==> src/rtl/ps2_key_decoder.sv <==
// ps2_key_decoder
//   Pulls scan bytes from an upstream PS/2 keyboard FIFO and turns them into
//   key make/break events, a held-key tracker, a new-press counter and the
//   Shift/Ctrl/Caps Lock modifier state.
//
// Ports
//   clk         in   system clock, all state changes on the rising edge
//   clrn        in   asynchronous active-low reset
//   ready       in   upstream FIFO non-empty
//   data[7:0]   in   scan byte at the FIFO head
//   nextdata_n  out  active-low FIFO pop strobe, one cycle per consumed byte
//   key_code    out  code of the last make/break event
//   key_ext     out  last event was E0-prefixed
//   key_make    out  one-cycle pulse on a new key press
//   key_break   out  one-cycle pulse on a key release
//   key_held    out  a non-modifier key is currently held
//   press_cnt   out  count of new non-modifier presses (wraps mod 256)
//   shift       out  a Shift key (12h or 59h) is held
//   ctrl        out  a Ctrl key is held
//   caps        out  Caps Lock toggle state
module ps2_key_decoder #(
    parameter logic [7:0] CAPS_CODE = 8'h58,
    parameter logic [7:0] CTRL_CODE = 8'h14
) (
    input  logic       clk,
    input  logic       clrn,
    input  logic       ready,
    input  logic [7:0] data,
    output logic       nextdata_n,
    output logic [7:0] key_code,
    output logic       key_ext,
    output logic       key_make,
    output logic       key_break,
    output logic       key_held,
    output logic [7:0] press_cnt,
    output logic       shift,
    output logic       ctrl,
    output logic       caps
);

    typedef enum logic [1:0] {
        IDLE   = 2'd0,
        POP    = 2'd1,
        SETTLE = 2'd2
    } state_t;

    state_t     r_state,     w_state_nxt;
    logic [7:0] r_byte,      w_byte_nxt;
    logic       r_nextdata_n, w_nextdata_n_nxt;
    logic [7:0] r_key_code,  w_key_code_nxt;
    logic       r_key_ext,   w_key_ext_nxt;
    logic       r_key_make,  w_key_make_nxt;
    logic       r_key_break, w_key_break_nxt;
    logic       r_key_held,  w_key_held_nxt;
    logic [7:0] r_press_cnt, w_press_cnt_nxt;
    logic       r_shift,     w_shift_nxt;
    logic       r_ctrl,      w_ctrl_nxt;
    logic       r_caps,      w_caps_nxt;
    logic       r_ext_pend,  w_ext_pend_nxt;
    logic       r_brk_pend,  w_brk_pend_nxt;
    logic [7:0] r_held_code, w_held_code_nxt;
    logic       r_held_ext,  w_held_ext_nxt;

    logic w_is_shift;
    logic w_is_ctrl;
    logic w_is_repeat;

    assign w_is_shift  = (r_byte == 8'h12) || (r_byte == 8'h59);
    assign w_is_ctrl   = (r_byte == CTRL_CODE);
    // Typematic repeat: same code and same E0 qualifier as the held key.
    assign w_is_repeat = r_key_held && (r_byte == r_held_code) &&
                         (r_ext_pend == r_held_ext);

    always_ff @(posedge clk or negedge clrn) begin
        if (!clrn) begin
            r_state      <= IDLE;
            r_byte       <= '0;
            r_nextdata_n <= 1'b1;
            r_key_code   <= '0;
            r_key_ext    <= 1'b0;
            r_key_make   <= 1'b0;
            r_key_break  <= 1'b0;
            r_key_held   <= 1'b0;
            r_press_cnt  <= '0;
            r_shift      <= 1'b0;
            r_ctrl       <= 1'b0;
            r_caps       <= 1'b0;
            r_ext_pend   <= 1'b0;
            r_brk_pend   <= 1'b0;
            r_held_code  <= '0;
            r_held_ext   <= 1'b0;
        end else begin
            r_state      <= w_state_nxt;
            r_byte       <= w_byte_nxt;
            r_nextdata_n <= w_nextdata_n_nxt;
            r_key_code   <= w_key_code_nxt;
            r_key_ext    <= w_key_ext_nxt;
            r_key_make   <= w_key_make_nxt;
            r_key_break  <= w_key_break_nxt;
            r_key_held   <= w_key_held_nxt;
            r_press_cnt  <= w_press_cnt_nxt;
            r_shift      <= w_shift_nxt;
            r_ctrl       <= w_ctrl_nxt;
            r_caps       <= w_caps_nxt;
            r_ext_pend   <= w_ext_pend_nxt;
            r_brk_pend   <= w_brk_pend_nxt;
            r_held_code  <= w_held_code_nxt;
            r_held_ext   <= w_held_ext_nxt;
        end
    end

    always_comb begin
        w_state_nxt      = r_state;
        w_byte_nxt       = r_byte;
        w_nextdata_n_nxt = r_nextdata_n;
        w_key_code_nxt   = r_key_code;
        w_key_ext_nxt    = r_key_ext;
        w_key_make_nxt   = 1'b0;
        w_key_break_nxt  = 1'b0;
        w_key_held_nxt   = r_key_held;
        w_press_cnt_nxt  = r_press_cnt;
        w_shift_nxt      = r_shift;
        w_ctrl_nxt       = r_ctrl;
        w_caps_nxt       = r_caps;
        w_ext_pend_nxt   = r_ext_pend;
        w_brk_pend_nxt   = r_brk_pend;
        w_held_code_nxt  = r_held_code;
        w_held_ext_nxt   = r_held_ext;

        unique case (r_state)
            IDLE: begin
                if (ready) begin
                    w_byte_nxt       = data;
                    w_nextdata_n_nxt = 1'b0;
                    w_state_nxt      = POP;
                end
            end

            POP: begin
                w_nextdata_n_nxt = 1'b1;
                w_state_nxt      = SETTLE;
                if (r_byte == 8'hE0) begin
                    w_ext_pend_nxt = 1'b1;
                end else if (r_byte == 8'hF0) begin
                    w_brk_pend_nxt = 1'b1;
                end else begin
                    w_ext_pend_nxt = 1'b0;
                    w_brk_pend_nxt = 1'b0;
                    if (r_brk_pend) begin
                        w_key_code_nxt  = r_byte;
                        w_key_ext_nxt   = r_ext_pend;
                        w_key_break_nxt = 1'b1;
                        if (r_key_held && (r_byte == r_held_code) &&
                            (r_ext_pend == r_held_ext)) begin
                            w_key_held_nxt = 1'b0;
                        end
                        if (w_is_shift) begin
                            w_shift_nxt = 1'b0;
                        end
                        if (w_is_ctrl) begin
                            w_ctrl_nxt = 1'b0;
                        end
                    end else if (w_is_shift || w_is_ctrl) begin
                        // Modifiers only update their own flag on make.
                        if (w_is_shift) begin
                            w_shift_nxt = 1'b1;
                        end
                        if (w_is_ctrl) begin
                            w_ctrl_nxt = 1'b1;
                        end
                    end else if (!w_is_repeat) begin
                        w_key_code_nxt  = r_byte;
                        w_key_ext_nxt   = r_ext_pend;
                        w_key_make_nxt  = 1'b1;
                        w_key_held_nxt  = 1'b1;
                        w_held_code_nxt = r_byte;
                        w_held_ext_nxt  = r_ext_pend;
                        w_press_cnt_nxt = r_press_cnt + 8'd1;
                        if (r_byte == CAPS_CODE) begin
                            w_caps_nxt = ~r_caps;
                        end
                    end
                end
            end

            SETTLE: begin
                // Gives the FIFO a cycle to advance before ready is looked at again.
                w_state_nxt = IDLE;
            end

            default: begin
                w_state_nxt = IDLE;
            end
        endcase
    end

    assign nextdata_n = r_nextdata_n;
    assign key_code   = r_key_code;
    assign key_ext    = r_key_ext;
    assign key_make   = r_key_make;
    assign key_break  = r_key_break;
    assign key_held   = r_key_held;
    assign press_cnt  = r_press_cnt;
    assign shift      = r_shift;
    assign ctrl       = r_ctrl;
    assign caps       = r_caps;

endmodule

==> config.mk <==
export PLATFORM = sky130hd
export DESIGN_NAME = ps2_key_decoder
export DESIGN_NICKNAME = d
export VERILOG_FILES = /design/src/rtl/ps2_key_decoder.sv
export SDC_FILE = /design/constraint.sdc
export NUM_CORES = 1
export LEC_CHECK = 0
export BUFFER_PORTS_ARGS = -buffer_cell sky130_fd_sc_hd__buf_2
export CORE_UTILIZATION = 50
export CTS_BUF_LIST = sky130_fd_sc_hd__clkbuf_8
export CTS_CLUSTER_DIAMETER = 50
export DETAILED_ROUTE_END_ITERATION = 16
export PLACE_DENSITY = 0.75
export SYNTH_ARGS = -nofsm -noshare
export SYNTH_HDL_FRONTEND = slang
export SYNTH_SLANG_ARGS = --single-unit
==> constraint.sdc <==
create_clock -name clk -period 6.5 [get_ports clk]
set_input_delay 0.325 -clock clk [delete_from_list [all_inputs] [get_ports clk]]
set_output_delay 0.325 -clock clk [all_outputs]
set_load 0.02 [all_outputs]
==> results of run 1 <==
kinds of logic after synthesis:
| family | count (synthesis) |
|---|---|
| fa+ha+maj | 1 |
| mux | 27 |
| flops | 45 |
| simple gates | 36 |
| buf+inv | 13 |
| compound gates | 12 |
| xor+xnor | 17 |
worst max path at each step:
| stage | from | end | depth (start not counted) |
|---|---|---|---|
| after floorplan | r_byte[6]$_DFFE_PN0P_ | r_held_code[6]$_DFFE_PN0P_ | 7 |
| after global placement | r_byte[6]$_DFFE_PN0P_ | r_held_code[4]$_DFFE_PN0P_ | 5 |
| after detailed placement | r_byte[6]$_DFFE_PN0P_ | press_cnt[5]$_DFFE_PN0P_ | 6 |
| after CTS | r_byte[6]$_DFFE_PN0P_ | press_cnt[5]$_DFFE_PN0P_ | 6 |
| after global routing | r_byte[0]$_DFFE_PN0P_ | press_cnt[3]$_DFFE_PN0P_ | 6 |
| final | r_byte[6]$_DFFE_PN0P_ | r_held_code[7]$_DFFE_PN0P_ | 5 |
power by group:
part	switching (W)	internal, W
Combinational	0.000161	0.000160
Sequential	0.0000996	0.000378
Clock	0.0000857	0.0000828
state kept, by name (all words and copies together), names as in the netlist:
name and cells:
key_code 8, r_ext_pend 1, r_held_code 8, key_break 1, ctrl 1, nextdata_n 1, shift 1, key_ext 1
r_held_ext 1, r_brk_pend 1, r_byte 8, caps 1, key_make 1, r_state 2, key_held 1, press_cnt 8
per-layer routing:
| metal | global-route usage, % | wire length, um | up-vias |
|---|---|---|---|
| li1 | - | - | 588 |
| met1 | 23.5 | 1600 | 626 |
| met2 | 33.9 | 1840 | 30 |
| met3 | 5.03 | 146 | 5 |
| met4 | 8.42 | 43 | 0 |
| met5 | 0 | 0 | - |
area by class of cell:
| type | count | area [um2] |
|---|---|---|
| multi-input combinational | 93 | 778 |
| clock buffer | 6 | 82.6 |
| fill | 329 | 1520 |
| timing repair buffer | 35 | 178 |
| inverter | 5 | 18.8 |
| sequential | 45 | 1130 |
| clock inverter | 1 | 3.75 |
| tap | 48 | 60.1 |
metrics by stage:
step           hold slack [ns]  util [%]  total power (W)  area, um2  setup WS (ns)
2_1_floorplan           0.0294         -         0.000720       2010           4.28
3_3_place_gp             0.460      57.3         0.000793       2160           3.93
3_5_place_dp             0.484      57.3         0.000811       2160           3.83
4_1_cts                  0.221      59.6         0.000979       2250           3.82
5_1_grt                  0.268      59.6          0.00103       2250           3.61
6_report                 0.191      59.6         0.000968       2250           3.83
placed cells by master, fill, tap and decap left out, drive strengths merged, types with 3 or more instances in the layout:
cell type,instances
dfrtp,44
buf,35
mux2,26
xnor2,16
nand2,9
nand4,7
clkbuf,6
inv,6
nor2,5
o21ai,4
and3,3
a21oi,3
==> flow_summary.ini, run 1 <==
[hold_path]
hold_class = in2async

[clock_network]
cts_root_buf = clkbuf_8
cts_tree = yes
htreeDepth = 2
clock_path_buffers = 2
worstSkewPairLatency_ns = 0.29
clkTransAtPathRegs_ns = 0.08
clock-sinks = 45
cts_buffers = 5
cts_resized = 0
cts_setup_buffers = 0
cts_hold_buf = 0

[routing]
drt_first_pass_iters = 4
viasPerCell = 5.36
wl_per_cell_um = 15.6
routed_wl_um = 3630
drtIter0Drc = 54
drcViolationCount = 0
postRouteAntennaNets = 0
route.vias.total = 1249

[layout]
fin_cells = 233
nets = 197
synthToLayoutAreaGrowth_pct = 11.8
drive_gt1_share_pct = 39.5
n_antenna_cell = 0

[timing]
fin_crit_ns = 2.67
setup-tns-final_ns = 0
post-route-period-util_pct = 41.1
setup_viol = 0
clock_skew_ns = 0.00230
report.final.slew_viol_count = 0
tightest_slew_ns = 1.12
slew_headroom_pct = 25.1
rsz0062_at_grt = false
hold_viol = 0
max_freq_ghz = 0.375

[placed_design]
port_buffers = 34
gp_congestion = 0.842
dpl.hpwl_um = 2550
placed_cells = 226

[synth]
yosys.area_share.simple_pct = 10.7
ys_seq_area_share_pct = 56.1
synth.most_common_cell = dfrtp_1
ys_types = 33
syn-cell-area_um2 = 2010
synth_mux_area_share_pct = 15.1
synthFlopType = dfrtp_1
synth_fa_ha_area_share_pct = 0.622
synth-xor-area-share_pct = 7.41
async_flop_share_pct = 100
synth_top_area_share_pct = 54.8
syn_nets = 163
synth-compound-area-share_pct = 4.92
synth_seq_cells = 45
synth-edff-count = 0
synthTopCellsByArea = dfrtp_1 55%, mux2_2 15%, xnor2_1 7.0%
yosysWarnings = 0
synth_top_family_by_area = multiplexers
synthTopCellsByCount = 44 x dfrtp_1, 26 x mux2_2, 16 x xnor2_1
synth_top_area_cell = dfrtp_1
avgSynthCellArea_um2 = 13.3
postSynthCellCount = 151

[die]
die_w_um = 65.4
start_util_pct = 53.3
num_rows = 22
die_y_um = 65.4
core_area_um2 = 3770
ioPinCount = 35
die_area_um2 = 4280

[setup_path]
rr_startpoint = r_byte[6]$_DFFE_PN0P_
cp_slowest_stage_delay_ns = 0.96
timing.critical_path.fanout_max = 19
cpMaxStageDelayCell = a2111oi_4
cp.buffers_inverters = 1
crit_type = reg2reg
required_ns = 6.68
crit_path_end_kind = flip-flop
cp-start-kind = flip-flop
crit_arrival_ns = 2.84
rr_endpoint = r_held_code[7]$_DFFE_PN0P_
crit_chain = nor4b_4 > a41oi_2 > inv_2 > a2111oi_4 > mux2_2
r2r_slack_ns = 3.83
r2r_cells = 5
worst_path_dominant_cell_family = compound AO/OA/AOI/OAI gates

[grt]
grt_antenna_before_repair = 0
track_usage_pct = 19.8
grt-ovfl-total = 0
grt_pass1_wl_um = 6140
grt_max_degree = 46
grt_pass1_vias = 1309

[status]
outcome = complete, no violations

[pwr]
vdd_drop_max_v = 0.000232
p_leak_nw = 1.03
power_density_nw_per_um2 = 430

[job]
drv_cap = 0
Power figures use the tool's default switching activity.
==> run 2, diff against run 1 <==
clock period = 2.65 ns   (was 6.5 ns; I/O delays follow)
==> run 2 against run 1 <==
  * Flip-flop and latch count did not move
  * Non-clock buffer count up 4
  * Fmax increased by 12%
  * Clock power grew 140%
  * Register-to-register slack got worse by 3.6 ns
  * Hold slack got worse by 0.19 ns
  * Power is 150% higher
  * Via count increased by 0.56%
  * Worst setup slack got worse by 3.6 ns
  * Critical path type unchanged
==> flow_summary.ini, run 2 (synthesis results as in run 1) <==
[status]
outcome = complete, no violations

[routing]
drtIter0Drc = 45
wl_per_cell_um = 15.3
route.vias.total = 1256
drt_first_pass_iters = 4
viasPerCell = 5.30
drcViolationCount = 0
routed_wl_um = 3620
postRouteAntennaNets = 0

[timing]
hold_viol = 0
fin_crit_ns = 2.38
setup_viol = 0
setup-tns-final_ns = 0
clock_skew_ns = 0.00854
slew_headroom_pct = 34.8
report.final.slew_viol_count = 0
hold_slack_ns = 0.00230
rsz0062_at_grt = false
post-route-period-util_pct = 90.0
tightest_slew_ns = 0.978
max_freq_ghz = 0.420

[die]
die_y_um = 65.4
die_area_um2 = 4280
num_rows = 22
ioPinCount = 35
start_util_pct = 53.3
core_area_um2 = 3770
die_w_um = 65.4

[clock_network]
htreeDepth = 2
worstSkewPairLatency_ns = 0.29
cts_root_buf = clkbuf_8
clkTransAtPathRegs_ns = 0.07
clock-sinks = 45
cts_hold_buf = 0
cts_setup_buffers = 0
cts_buffers = 5
cts_tree = yes
clock_path_buffers = 2
cts_resized = 0

[setup_path]
crit_type = reg2reg
crit_arrival_ns = 2.56
startpoint = r_byte[0]$_DFFE_PN0P_
crit_path_end_kind = flip-flop
timing.critical_path.fanout_max = 9
cp-start-kind = flip-flop
required_ns = 2.82
rr_startpoint = r_byte[0]$_DFFE_PN0P_

[hold_path]
hold_class = in2async

[placed_design]
port_buffers = 34
placed_cells = 230
gp_congestion = 0.890
dpl.hpwl_um = 2600
placed_cell_area_um2 = 2190

[layout]
fin_cells = 237
nets = 201
synthToLayoutAreaGrowth_pct = 13.3
fin_area_um2 = 2280
drive_gt1_share_pct = 40.7
fin_util_pct = 60.4
final_common_cell = dfrtp_1
layout_common_cells = 44 x dfrtp_1, 34 x buf_2, 26 x mux2_2
n_antenna_cell = 0

[grt]
grt_antenna_before_repair = 0
grt_max_degree = 46
grt-ovfl-total = 0
track_usage_pct = 19.6
grt_pass1_wl_um = 6130
grt_pass1_vias = 1344

[pwr]
vdd_drop_max_v = 0.000649
p_leak_nw = 1.05
power_density_nw_per_um2 = 1050

[job]
drv_cap = 0
[run 2: cell type report]
type / instances / area (um2)
fillers: 318 / 1490
flip-flops and latches: 45 / 1130
multi-input cells: 93 / 778
repair buffers: 39 / 208
clock buffers: 6 / 82.6
well taps: 48 / 60.1
inverters: 5 / 18.8
clock inverters: 1 / 3.75
[run 2: per-layer routing]
metal | routed length, um | vias up | share of wire [%] | GRT usage (%)
li1 | - | 599 | - | -
met1 | 1620 | 614 | 45 | 24.9
met2 | 1770 | 35 | 49 | 31.4
met3 | 155 | 8 | 4.3 | 4.51
met4 | 71 | 0 | 2.0 | 9.51
met5 | 0 | - | 0 | 0
[run 2: per-stage QoR]
| stage | worst slack (ns) | total power [W] |
|---|---|---|
| floorplan | 0.433 | 0.00177 |
| global placement | 0.444 | 0.00196 |
| detailed placement | 0.288 | 0.00200 |
| CTS | 0.245 | 0.00241 |
| global route | 0.101 | 0.00254 |
| finish | 0.266 | 0.00239 |
[run 2: where the power goes]
part	switching, W	internal, W	total, W
combinational	0.000403	0.000403	0.000806
sequential	0.000243	0.000929	0.00117
clock	0.000207	0.000203	0.000410
total	0.000853	0.00153	0.00239
[run 2: final timing paths]
check,to,slack (ns),cells past startpoint
min in group clk,r_byte[3]$_DFFE_PN0P_,0.05,3
max reg2reg,key_code[6]$_DFFE_PN0P_,0.27,6
max,key_code[6]$_DFFE_PN0P_,0.27,6
max in group asynchronous,key_code[6]$_DFFE_PN0P_,2.04,1
min,r_state[1]$_DFFE_PN0P_,0.002,1
min reg2reg,press_cnt[7]$_DFFE_PN0P_,0.48,1
[run 2: critical path: stages (launching register included)]
cell,delay (ns)
dfrtp_1,0.50
nor4b_1,0.52
a31oi_1,0.08
o22ai_1,0.34
a21oi_1,0.15
o21a_1,0.34
mux2_2,0.33
==> run 3, diff against run 2 <==
ABC_AREA = 1   (was unset)
==> run 3 against run 2 <==
  * The flow now finishes with violations (negative hold slack)
  * Global-route usage rose by 1.5 points
  * Register-to-register slack gained 0.36 ns
  * Worst setup slack gained 0.36 ns
  * Routed wire length up 13%
  * Core utilization fell by 0.32 points
  * Clock skew fell by 0.00069 ns
==> flow_summary.ini, run 3 <==
[die]
num_rows = 23
die_w_um = 66.9
die_area_um2 = 4480
core_area_um2 = 4030
start_util_pct = 52.3
ioPinCount = 35
die_y_um = 66.9

[timing]
clock_skew_ns = 0.00785
post-route-period-util_pct = 76.4
slew_headroom_pct = 35.3
setup_viol = 0
report.final.slew_viol_count = 0
rsz0062_at_grt = false
max_freq_ghz = 0.494
tightest_slew_ns = 0.971
hold_slack_ns = -0.0180
setup-tns-final_ns = 0
hold_viol = 44
setup_ws_ns = 0.625
fin_crit_ns = 2.02

[synth]
synthTopCellsByCount = 93 x nand2_1, 44 x dfrtp_1, 22 x inv_1
synth_top_area_cell = dfrtp_1
ys_seq_area_share_pct = 53.5
synth_seq_cells = 45
async_flop_share_pct = 100
postSynthCellCount = 254
yosysWarnings = 0
ys_types = 27
synth-edff-count = 0
synth_top_area_share_pct = 52.2
syn-cell-area_um2 = 2110
syn_nets = 266
synthTopCellsByArea = dfrtp_1 52%, nand2_1 17%, nand3_1 4.0%
synth.most_common_cell = nand2_1
synthFlopType = dfrtp_1
avgSynthCellArea_um2 = 8.30

[routing]
viasPerCell = 5.03
drtIter0Drc = 110
wl_per_cell_um = 11.9
postRouteAntennaNets = 0
drt_first_pass_iters = 4
route.vias.total = 1721
drcViolationCount = 0
routed_wl_um = 4070

[setup_path]
crit_path_end_kind = flip-flop
cp-start-kind = flip-flop
rr_startpoint = r_byte[1]$_DFFE_PN0P_
required_ns = 2.85
crit_arrival_ns = 2.23
timing.critical_path.fanout_max = 29
startpoint = r_byte[1]$_DFFE_PN0P_
crit_type = reg2reg

[status]
failed_checks = negative hold slack
outcome = finished with violations

[grt]
grt_pass1_wl_um = 6820
grt_max_degree = 46
grt_pass1_vias = 1519
track_usage_pct = 21.1
grt_antenna_before_repair = 0
grt-ovfl-total = 0

[placed_design]
post-place-ws_ns = 0.640
gp_congestion = 0.928
dpl.hpwl_um = 2880
port_buffers = 34
placed_cells = 334

[clock_network]
clock-sinks = 45
cts_root_buf = clkbuf_8
worstSkewPairLatency_ns = 0.30
clock_path_buffers = 2
cts_setup_buffers = 0
cts_tree = yes
htreeDepth = 2
cts_hold_buf = 0
cts_buffers = 5
cts_resized = 0
clkTransAtPathRegs_ns = 0.08

[pwr]
power_density_nw_per_um2 = 1010
vdd_drop_max_v = 0.000539
power_w = 0.00243
p_leak_nw = 1.29

[layout]
synthToLayoutAreaGrowth_pct = 14.8
final_common_cell = nand2_1
drive_gt1_share_pct = 18.8
n_antenna_cell = 0
fin_cells = 342
nets = 303
layout_common_cells = 93 x nand2_1, 44 x dfrtp_1, 34 x buf_2

[job]
drv_cap = 0

[hold_path]
hold_class = in2async
-- run 3: worst paths after layout --
kind | to | slack (ns) | cells past startpoint
worst max-delay path | press_cnt[6]$_DFFE_PN0P_ | 0.63 | 9
worst min-delay path | key_code[1]$_DFFE_PN0P_ | -0.02 | 1
worst max register to register | press_cnt[6]$_DFFE_PN0P_ | 0.63 | 9
worst min register to register | nextdata_n$_DFFE_PN1P_ | 0.48 | 2
max in group asynchronous | ctrl$_DFFE_PN0P_ | 2.07 | 1
min in group clk | r_byte[7]$_DFFE_PN0P_ | 0.03 | 3
-- run 3: cell families (layout without fill, tap and decap cells) --
family	count (synthesis)	in the layout	share of synthesized area, %
AOI/OAI and AO/OA	23	23	5.99
xor gates and xnor gates	10	10	4.15
adders and majority gates	1	1	0.593
buffers and inverters	29	67	5.93
DFF	45	45	53.5
and+or+nand+nor	146	146	29.9
-- run 3: metal layers --
metal	vias up	GRT usage (%)	share of wire, %
met5	-	0	0
met4	0	10.1	2.4
met3	7	5.31	5.1
met2	44	31.7	44
met1	801	28.2	49
li1	869	-	-
-- run 3: layout make-up --
cell class / instances / area (um2)
Multi-Input combinational cell: 180 / 856
Inverter: 24 / 90.1
Sequential cell: 45 / 1130
Fill cell: 394 / 1610
Clock buffer: 5 / 68.8
Tap cell: 50 / 62.6
Timing Repair Buffer: 35 / 178
Clock inverter: 3 / 38.8
-- run 3: where the power goes --
group / switching [W] / leakage [nW] / total (W) / internal (W)
Sequential: 0.000187 / 0.575 / 0.00110 / 0.000909
Combinational: 0.000530 / 0.658 / 0.000834 / 0.000304
Clock: 0.000228 / 0.0593 / 0.000504 / 0.000276
-- run 3: stage by stage --
| step | utilization, % | cell area, um2 |
|---|---|---|
| 3_3_place_gp | 57.4 | 2310 |
| 5_1_grt | 60.1 | 2420 |
| 6_report | 60.1 | 2420 |
| 4_1_cts | 60.1 | 2420 |
| 3_5_place_dp | 57.4 | 2310 |
| 2_1_floorplan | - | 2110 |
-- run 3: worst max-delay path, stage by stage (launching register included) --
cell     delay, ns
dfrtp_1       0.45
nor2_2        0.22
nand3_2       0.11
nor3_4        0.20
nor2_4        0.09
and2_1        0.17
nand2_2       0.37
inv_2         0.17
nand2_1       0.10
nand2_1       0.05
